[src/rtl/serial_adder_if.sv]
// Operand/result handshake bundle for the bit-serial adder.
// Signal names keep the block's _i/_o port naming, seen from the adder side.
interface serial_adder_if #(
  parameter int WIDTH = 8
);
  logic             in_valid_i;
  logic             in_ready_o;
  logic [WIDTH-1:0] a_i;
  logic [WIDTH-1:0] b_i;
  logic             carry_i;
  logic             out_valid_o;
  logic             out_ready_i;
  logic [WIDTH-1:0] sum_o;
  logic             carry_o;

  // Adder side.
  modport slave (
    input  in_valid_i, a_i, b_i, carry_i, out_ready_i,
    output in_ready_o, out_valid_o, sum_o, carry_o
  );

  // Producer/consumer side.
  modport master (
    output in_valid_i, a_i, b_i, carry_i, out_ready_i,
    input  in_ready_o, out_valid_o, sum_o, carry_o
  );
endinterface

[src/rtl/serial_adder.sv]
// Bit-serial ripple adder: one full-adder cell reused WIDTH times, LSB first.
// Accepts one operand set, presents {carry_o, sum_o} until the consumer takes it.
module serial_adder #(
  parameter int WIDTH = 8
) (
  input  logic          clk_i,
  input  logic          rst_i,
  serial_adder_if.slave bus
);

  localparam int             CNT_W    = (WIDTH > 1) ? $clog2(WIDTH) : 1;
  localparam logic [CNT_W-1:0] LAST_BIT = CNT_W'(WIDTH - 1);

  typedef enum logic [1:0] {
    IDLE,
    RUN,
    DONE
  } state_t;

  state_t           state;
  state_t           state_next;

  logic [WIDTH-1:0] a_sh;
  logic [WIDTH-1:0] b_sh;
  logic [WIDTH-1:0] sum_q;
  logic             carry_q;
  logic [CNT_W-1:0] cnt;

  logic             accept;
  logic             step;
  logic             in_ready;
  logic             out_valid;
  logic             bit_s;
  logic             bit_c;
  logic [WIDTH:0]   sum_shift;

  // Full-adder cell on the current LSBs; the new sum bit enters at the MSB so
  // after WIDTH steps bit 0 of the result has walked down to sum_q[0].
  always_comb begin
    bit_s     = a_sh[0] ^ b_sh[0] ^ carry_q;
    bit_c     = (a_sh[0] & b_sh[0]) | (a_sh[0] & carry_q) | (b_sh[0] & carry_q);
    sum_shift = {bit_s, sum_q} >> 1;
  end

  // NOTE: sequential state uses non-blocking (<=) so every register samples
  // pre-edge values; blocking here would create order-dependent races.
  always_ff @(posedge clk_i) begin
    if (rst_i) state <= IDLE;
    else       state <= state_next;
  end

  // NOTE: every output of this block gets a default before the case so no
  // path leaves a signal unassigned, which would infer a latch.
  always_comb begin
    state_next = state;
    in_ready   = 1'b0;
    out_valid  = 1'b0;
    accept     = 1'b0;
    step       = 1'b0;
    unique case (state)
      IDLE: begin
        in_ready = !rst_i;
        accept   = bus.in_valid_i;
        if (bus.in_valid_i) state_next = RUN;
      end
      RUN: begin
        step = 1'b1;
        if (cnt == LAST_BIT) state_next = DONE;
      end
      DONE: begin
        out_valid = 1'b1;
        if (bus.out_ready_i) state_next = IDLE;
      end
      default: state_next = IDLE;
    endcase
  end

  // NOTE: all datapath registers are reset; a reset in RUN/DONE must leave
  // zeros visible on sum_o/carry_o rather than a partial result.
  always_ff @(posedge clk_i) begin
    if (rst_i) begin
      a_sh    <= '0;
      b_sh    <= '0;
      sum_q   <= '0;
      carry_q <= 1'b0;
      cnt     <= '0;
    end else if (accept) begin
      a_sh    <= bus.a_i;
      b_sh    <= bus.b_i;
      carry_q <= bus.carry_i;
      sum_q   <= '0;
      cnt     <= '0;
    end else if (step) begin
      a_sh    <= a_sh >> 1;
      b_sh    <= b_sh >> 1;
      sum_q   <= sum_shift[WIDTH-1:0];
      carry_q <= bit_c;
      cnt     <= cnt + CNT_W'(1);
    end
  end

  // Result registers double as the output; they hold through DONE and IDLE.
  assign bus.in_ready_o  = in_ready;
  assign bus.out_valid_o = out_valid;
  assign bus.sum_o       = sum_q;
  assign bus.carry_o     = carry_q;

endmodule

[src/flat_wrapper.sv]
// flat-port wrapper written by rule: the top's interface ports become plain ports
module serial_adder_flat 
#(
  parameter int WIDTH = 8
)
  (clk_i, rst_i, bus_in_valid_i, bus_a_i, bus_b_i, bus_carry_i, bus_out_ready_i, bus_in_ready_o, bus_out_valid_o, bus_sum_o, bus_carry_o);
  serial_adder_if #(.WIDTH(WIDTH)) bus_i ();
  input  logic clk_i;
  input  logic rst_i;
  input wire logic [$bits(bus_i.in_valid_i)-1:0] bus_in_valid_i;
  input wire logic [$bits(bus_i.a_i)-1:0] bus_a_i;
  input wire logic [$bits(bus_i.b_i)-1:0] bus_b_i;
  input wire logic [$bits(bus_i.carry_i)-1:0] bus_carry_i;
  input wire logic [$bits(bus_i.out_ready_i)-1:0] bus_out_ready_i;
  output wire logic [$bits(bus_i.in_ready_o)-1:0] bus_in_ready_o;
  output wire logic [$bits(bus_i.out_valid_o)-1:0] bus_out_valid_o;
  output wire logic [$bits(bus_i.sum_o)-1:0] bus_sum_o;
  output wire logic [$bits(bus_i.carry_o)-1:0] bus_carry_o;
  assign bus_i.in_valid_i = bus_in_valid_i;
  assign bus_i.a_i = bus_a_i;
  assign bus_i.b_i = bus_b_i;
  assign bus_i.carry_i = bus_carry_i;
  assign bus_i.out_ready_i = bus_out_ready_i;
  assign bus_in_ready_o = bus_i.in_ready_o;
  assign bus_out_valid_o = bus_i.out_valid_o;
  assign bus_sum_o = bus_i.sum_o;
  assign bus_carry_o = bus_i.carry_o;
  serial_adder #(.WIDTH(WIDTH)) u_core (.clk_i(clk_i), .rst_i(rst_i), .bus(bus_i));
endmodule
[config.mk]
export PLATFORM = sky130hd
export DESIGN_NAME = serial_adder_flat
export DESIGN_NICKNAME = d
export VERILOG_FILES = /design/src/rtl/serial_adder_if.sv /design/src/rtl/serial_adder.sv /design/src/flat_wrapper.sv
export SDC_FILE = /design/constraint.sdc
export NUM_CORES = 1
export LEC_CHECK = 0
export ABC_AREA = 1
export BUFFER_PORTS_ARGS = -buffer_cell sky130_fd_sc_hd__clkbuf_2
export CAP_MARGIN = 20
export CORE_ASPECT_RATIO = 1.4
export CORE_UTILIZATION = 57
export CTS_CLUSTER_SIZE = 28
export DETAILED_ROUTE_END_ITERATION = 6
export GPL_ROUTABILITY_DRIVEN = 0
export PLACE_DENSITY_LB_ADDON = 0.25
export SETUP_SLACK_MARGIN = 0.3
export SLEW_MARGIN = 20
export SYNTH_ARGS = -nofsm -noshare
export SYNTH_HDL_FRONTEND = slang
export SYNTH_SLANG_ARGS = --single-unit
[constraint.sdc]
create_clock -name clk_i -period 1.88 [get_ports clk_i]
set_input_delay 0.094 -clock clk_i [delete_from_list [all_inputs] [get_ports clk_i]]
set_output_delay 0.094 -clock clk_i [all_outputs]
set_load 0.02 [all_outputs]
; After elaboration in Yosys (flattened, before gate mapping)
; Cells that the tools add are included.
[classes]
muxes = 14
n_eq_ne = 6
addsub = 1
n_reduce_logical = 5
n_bitwise = 7
[op_table]
columns = cell, n
row1 = $mux 8, 4
row2 = $mux 1, 6
row3 = $mux 2, 3
row4 = $pmux 2 s3, 1
row5 = $ne 2x2->1 const B, 2
row6 = $add 3x1->3 const B, 1
row7 = $and 1x1->1, 3
row8 = $eq 3x3->1 const B, 1
row9 = $reduce_and 3->1, 1
row10 = $eq 2x1->1 const B, 1
row11 = $eq 2x2->1 const B, 1
row12 = $logic_not 2->1, 1
row13 = $ne 2x1->1 const B, 1
row14 = $or 1x1->1, 2
row15 = $reduce_bool 2->1, 1
row16 = $reduce_or 2->1, 1
row17 = $xor 1x1->1, 2
row18 = $logic_not 1->1, 1
[word_totals]
output_inout_bits = 11
wordCells = 39
in_bits = 21
reg_bits = 30

; Longest topological paths before layout
; Gate-level depths: netlist of run 1.
[depth]
depth_word = 5
mapped_depth = 8
ltp_nobuf = 6

; Worst setup path after synthesis of run 1
; Ideal clock, no wire load.
[synth_path]
kind = register to register
from = register u_core.state[1]
to = register u_core.state[1]
path_buffers = 1
synth_period_minus_slack_ns = 1.252
stages_incl_launch_ff = 6
setup_ns = 0.070
t_required_ns = 1.810
setup_slack_ns = 0.628
arrival_ns = 1.181
cell_sequence = dfxtp_1 inv_2 buf_2 nor2_1 nand2_1 a21oi_1
[synth_between]
elab_chain_cells = 3
word_cells_on_any_way = 8
cone_classes = eq/ne (5) / mux (1) / reduce/logical (2)
[synth_rtl]
columns = element, line_no
row1 = from (decl), serial_adder.sv:20  ; state_t state;
row2 = from (signal assigned), serial_adder.sv:49  ; else state <= state_next;
row3 = "$eq 2x1->1, or another cell as far along", serial_adder.sv:60  ; unique case (state)
row4 = $ne 2x1->1 (no source line) / $ne 2x2->1 (equally long branches), n/a
row5 = $reduce_and 3->1 (no source line), n/a
; Several ways; a longest one is shown, not always the timed one.
; A chain may end at the register's enable or synchronous reset.

; Worst setup path in the final report of run 1
[layout_path]
from = register u_core.state[1]
to = output port bus_in_ready_o
[layout_between]
elab_chain_cells = 2
[layout_rtl]
columns = element, line_no
row1 = $logic_not 2->1, serial_adder.sv:60
row2 = $mux 1, serial_adder.sv:60
row3 = to (decl), flat_wrapper.sv:15  ; output wire logic [$bits(bus_i.in_ready_o)-1:0] bus_in_ready_o;
; No other way between the ends.

==> results of run 1 <==
[worst paths after layout]
check             cells after the start                          from  slack (ps)                           end
setup / recovery                      5  u_core.state[1]$_SDFFE_PP0P_         430                bus_in_ready_o
hold / removal                        4               bus_out_ready_i          30  u_core.state[1]$_SDFFE_PP0P_
setup reg to reg                      4  u_core.state[0]$_SDFFE_PP0P_         440  u_core.state[0]$_SDFFE_PP0P_
hold reg to reg                       2   u_core.a_sh[4]$_SDFFE_PP0P_         470   u_core.a_sh[4]$_SDFFE_PP0P_
[cells by family (layout without fill, tap and decap cells)]
group	count (synthesis)	after routing	share of synthesized area, %
DFF	30	30	40.0
AOI/OAI and AO/OA	23	23	7.91
xor gates and xnor gates	1	1	0.583
adders and majority gates	3	3	3.00
buffers and inverters	46	76	13.2
and+or+nand+nor	121	121	35.3
[layer usage]
| metal | share of wire (%) | routed length, µm | track usage, % |
|---|---|---|---|
| met1 | 41 | 1190 | 22.7 |
| met2 | 54 | 1560 | 43.0 |
| met3 | 3.5 | 101 | 6.94 |
| met4 | 1.7 | 49 | 9.09 |
| met5 | 0 | 0 | 0 |
[sequential cells by signal (all words and copies together), names as in the netlist]
signal,flops
u_core.state,2
u_core.b_sh,8
u_core.a_sh,8
u_core.cnt,3
u_core.bus.sum_o,8
u_core.bus.carry_o,1
[report_power, final]
| group | internal (µW) | switching (µW) |
|---|---|---|
| Sequential | 669 | 20.3 |
| Combinational | 76.3 | 124 |
| Clock | 141 | 200 |
[cells in the final DEF, fill, tap and decap left out, drive strengths merged]
cell type,count
buf,3
or2,2
fa,1
inv,33
xor2,1
nand2,71
nor2,21
o21ai,7
nand3,27
dfxtp,30
ha,2
a21oi,16
dlygate4sd3,2
clkbuf,38
[stage by stage]
stage | hold WS (ps) | util, %
5_1_grt | 36.9 | 70.1
3_3_place_gp | 339 | 67.4
4_1_cts | 22.9 | 70.1
6_report | 33.7 | 70.1
2_1_floorplan | 237 | -
3_5_place_dp | 338 | 67.4
[layout make-up]
type	instances	share of cell area, %
Inverter	33	7.23
Tap cell	34	2.48
Clock buffer	7	2.63
Sequential cell	30	35.1
Multi-Input combinational cell	148	41.1
Timing Repair Buffer	36	11.5
[worst min-delay path, stage by stage]
cell and delay [ps]:
clkbuf_2 70, inv_1 30, nand2_1 60, a21oi_1 60
[timing repair]
| action | in CTS | in global routing |
|---|---|---|
| endpoints found under the setup margin | 0 | 2 |
| hold buffers | 2 | 0 |
| resized for setup | 0 | 1 |
| hold endpoints to repair | 2 | 0 |
==> impl_metrics.py, run 1 <==
metrics = {
    "route": {
        "wl_per_cell_um": 10.0,
        "drt_iter0_drc": 37,
        "drc_errors": 0,
        "ant_nets": 0,
        "viasPerCell": 4.86,
        "drt_pass1_iterations": 4,
        "via_count": 1401,
        "wirelength_um": 2890,
    },
    "logic_synthesis": {
        "avgSynthCellArea_um2": 6.71,
        "synth_area_leader_cell": "dfxtp_1",
        "synth_common_cells": "nand2_1, inv_1, dfxtp_1, nand3_1, a21oi_1",
        "synth_top_area_share_pct": 40.0,
        "synth_edf_count": 0,
        "seq_area_frac_synth_pct": 40.0,
        "ys_types": 22,
        "yosysMostFrequentCell": "nand2_1",
        "synth_fp_nets": 248,
        "syn_inst": 224,
        "synth_area_leaders": "dfxtp_1, nand2_1, nand3_1, inv_1, a21oi_1",
        "ys_warn_count": 0,
        "synthArstFlopShare_pct": 0,
        "synth_flop_cell": "dfxtp_1",
        "syn_area_um2": 1500,
        "ys_seq_elements": 30,
    },
    "global_routing": {
        "grtUsageTotal_pct": 23.4,
        "grt_pass1_vias": 1205,
        "grt_overflow": 0,
        "grt_pass1_wl_um": 4910,
        "grt_antenna_before_repair": 0,
        "grt_max_degree": 22,
    },
    "setup_path": {
        "crit_family": "buffers and inverters",
        "worst-path-buf-inv": 3,
        "worstPathRequired_ps": 1790,
        "cp_cell_sequence": "nor2_4 -> buf_4 -> inv_1 -> nor2_1 -> clkbuf_2",
        "endpoint_kind": "primary output",
        "max_stage_delay_ps": 360,
        "worstPathArrival_ps": 1360,
        "start_kind": "flop",
        "criticalPathCategory": "reg2out",
        "cp_slowest_cell": "dfxtp_1",
        "cp_max_fo": 16,
    },
    "timing": {
        "rsz0062_at_grt": "no",
        "tightestPinTransition_ps": 528,
        "timing.final.ws_setup_ps": 428,
        "hold_viol_final": 0,
        "finalSetupTns_ps": 0,
        "setup_viol": 0,
        "timing.final.crit_share_pct": 77.2,
        "fin_crit_ps": 1450,
        "fin_skew_ps": 8.22,
        "relSlewSlack_pct": 64.7,
        "fmax_ghz": 0.689,
        "drv_slew": 0,
    },
    "finish": {
        "regArea_um2": 601,
        "diodes": 0,
        "areaGrowthSynthToFinish_pct": 14.0,
        "instances_no_fill": 288,
        "nets": 278,
        "n_fill_cell": 232,
        "multi_input_area_um2": 703,
        "drive_gt1_share_pct": 22.4,
        "fin_area_um2": 1710,
    },
    "worst_hold_path": {
        "min_path_type": "in2reg",
    },
    "clock_tree": {
        "clk_latency_ps": 330,
        "numClockSinks": 30,
        "cts.path.max_buffers": 2,
        "cts_tree": "done",
        "htreeDepth": 2,
        "cts_buffers": 5,
        "cts_root_buffer": "clkbuf_4",
        "path_clk_slew_ps": 90,
        "cts_setup_buffers": 0,
    },
    "placement": {
        "pre_cts_ws_ps": 442,
        "hpwlAfterDp_um": 2020,
        "portBuffers": 31,
        "dp.cells": 279,
        "post_dp_cell_area_um2": 1650,
    },
    "floorplan": {
        "die_area_um2": 2850,
        "num_rows": 21,
        "core_um2": 2440,
        "dieHeight_um": 62.8,
        "die_width_um": 45.4,
        "io-pin-count": 32,
        "start_util_pct": 61.5,
    },
    "power": {
        "power_density_nw_per_um2": 718,
        "power.total_uw": 1230,
        "ir_worst_vdd_v": 0.000517,
        "power.leakage_uw": 0.000856,
    },
    "run": {
        "maxCapViolations": 0,
    },
    "status": {
        "status": "complete, no violations",
    },
}
No activity file was read; power rests on OpenSTA's default activity.
==> run 2: changes to the inputs <==
--- a/config.mk
+++ b/config.mk
@@ -9,7 +9,7 @@
 export BUFFER_PORTS_ARGS = -buffer_cell sky130_fd_sc_hd__clkbuf_2
 export CAP_MARGIN = 20
 export CORE_ASPECT_RATIO = 1.4
-export CORE_UTILIZATION = 57
+export CORE_UTILIZATION = 53
 export CTS_CLUSTER_SIZE = 28
 export DETAILED_ROUTE_END_ITERATION = 6
 export GPL_ROUTABILITY_DRIVEN = 0
==> constraint.sdc (replaced) <==
create_clock -name clk_i -period 1.5 [get_ports clk_i]
set_input_delay 0.075 -clock clk_i [delete_from_list [all_inputs] [get_ports clk_i]]
set_output_delay 0.075 -clock clk_i [all_outputs]
set_load 0.02 [all_outputs]
==> run 2 against run 1 <==
Against the previous run: sequential power up 25%; register-to-register slack worse by 140 ps; wire length up 14%; non-clock buffer count up 15; combinational power up 55%; clock skew down 1.6 ps; clock power up 28%; core utilization up 1.2 points; setup slack worse by 210 ps; global-route usage up 0.97 points; via count up 4.2%; critical endpoint unchanged; highest routed layer unchanged.
==> impl_metrics.py, run 2 (synthesis gave the netlist of run 1 again) <==
metrics = {
    "timing": {
        "fmax_ghz": 0.781,
        "hold_viol_final": 0,
        "timing.final.ws_setup_ps": 220,
        "timing.final.crit_share_pct": 85.3,
        "tightestPinTransition_ps": 227,
        "relSlewSlack_pct": 84.8,
        "finalSetupTns_ps": 0,
        "rsz0062_at_grt": "yes",
        "setup_viol": 0,
        "fin_skew_ps": 6.57,
        "fin_crit_ps": 1280,
        "drv_slew": 0,
    },
    "placement": {
        "portBuffers": 31,
        "post_dp_cell_area_um2": 1710,
        "hpwlAfterDp_um": 2150,
        "pre_cts_ws_ps": 230,
    },
    "floorplan": {
        "die_width_um": 47,
        "num_rows": 22,
        "dieHeight_um": 65.0,
        "core_um2": 2670,
        "start_util_pct": 56.3,
        "io-pin-count": 32,
        "die_area_um2": 3060,
    },
    "global_routing": {
        "grt_overflow": 0,
        "grtUsageTotal_pct": 24.4,
        "grt_pass1_vias": 1288,
        "grt_max_degree": 18,
        "grt_antenna_before_repair": 0,
        "grt_pass1_wl_um": 5310,
    },
    "clock_tree": {
        "numClockSinks": 30,
        "cts_buffers": 5,
        "path_clk_slew_ps": 90,
        "cts_tree": "done",
        "clk_latency_ps": 320,
        "cts_root_buffer": "clkbuf_4",
        "htreeDepth": 2,
        "cts.path.max_buffers": 2,
    },
    "finish": {
        "areaGrowthSynthToFinish_pct": 26.6,
        "final_util_pct": 71.3,
        "diodes": 0,
        "drive_gt1_share_pct": 30.1,
        "fin_area_um2": 1900,
        "nets": 293,
        "final_common_cell": "nand2_1",
        "final_cell_mix": "nand2_1, inv_1, clkbuf_2",
    },
    "setup_path": {
        "worstPathArrival_ps": 1200,
        "criticalPathCategory": "reg2out",
        "cp_max_fo": 3,
        "start_kind": "flop",
        "worstPathRequired_ps": 1420,
        "endpoint_kind": "primary output",
    },
    "route": {
        "via_count": 1460,
        "ant_nets": 0,
        "drt_iter0_drc": 42,
        "wl_per_cell_um": 10.8,
        "wirelength_um": 3300,
        "drc_errors": 0,
        "viasPerCell": 4.79,
        "drt_pass1_iterations": 4,
    },
    "power": {
        "power.leakage_uw": 0.000942,
        "power_density_nw_per_um2": 846,
        "ir_worst_vdd_v": 0.000653,
        "power.total_uw": 1610,
    },
    "status": {
        "status": "complete, no violations",
    },
    "worst_hold_path": {
        "min_path_type": "in2reg",
    },
    "run": {
        "maxCapViolations": 0,
    },
}
run 2: repair_timing:
action | in CTS | in global routing
gates resized for setup | 16 | 13
endpoints found under the hold margin | 2 | 0
cloned | 0 | 1
buffers inserted | 4 | 2
hold buffers | 2 | 0
setup endpoints to repair | 18 | 26
pin swaps | 2 | 3
run 2: final timing paths:
| check | startpoint | to | slack (ps) | depth (start not counted) |
|---|---|---|---|---|
| setup / recovery | u_core.state[1]$_SDFFE_PP0P_ | bus_in_ready_o | 220 | 5 |
| hold / removal | bus_out_ready_i | u_core.state[1]$_SDFFE_PP0P_ | 30 | 4 |
| setup reg to reg | u_core.cnt[0]$_SDFFE_PP0N_ | u_core.state[0]$_SDFFE_PP0P_ | 300 | 4 |
| hold reg to reg | u_core.a_sh[5]$_SDFFE_PP0P_ | u_core.a_sh[5]$_SDFFE_PP0P_ | 470 | 2 |
run 2: power breakdown:
part,switching (µW),internal [µW],total [µW]
logic,173,137,310
registers,25.8,838,864
clock network,260,176,437
run 2: routing by layer:
metal	vias to the layer above	share of wire (%)	track usage, %
met5	-	0	0
met4	0	1.4	9.64
met3	5	4.7	7.52
met2	49	54	41.7
met1	637	40	26.8
li1	769	-	-
run 2: metrics by stage:
step	instances	hold WS, ps
global placement	289	319
detailed placement	289	324
global route	305	33.6
CTS	302	2.24
floorplan	224	218
finish	305	30.6
run 2: final cells by class:
| cell class | count | area [µm²] |
|---|---|---|
| fillers | 243 | 767 |
| multi-input cells | 148 | 726 |
| flip-flops and latches | 30 | 612 |
| repair buffers | 51 | 349 |
| inverters | 33 | 126 |
| clock buffers | 7 | 45.0 |
| well taps | 36 | 45.0 |
run 2: worst max-delay path, stage by stage, from the launching register on:
cell     delay (ps)
dfxtp_4         380
nor2_4          130
buf_8           110
inv_2            30
nor2_2           90
buf_4           140
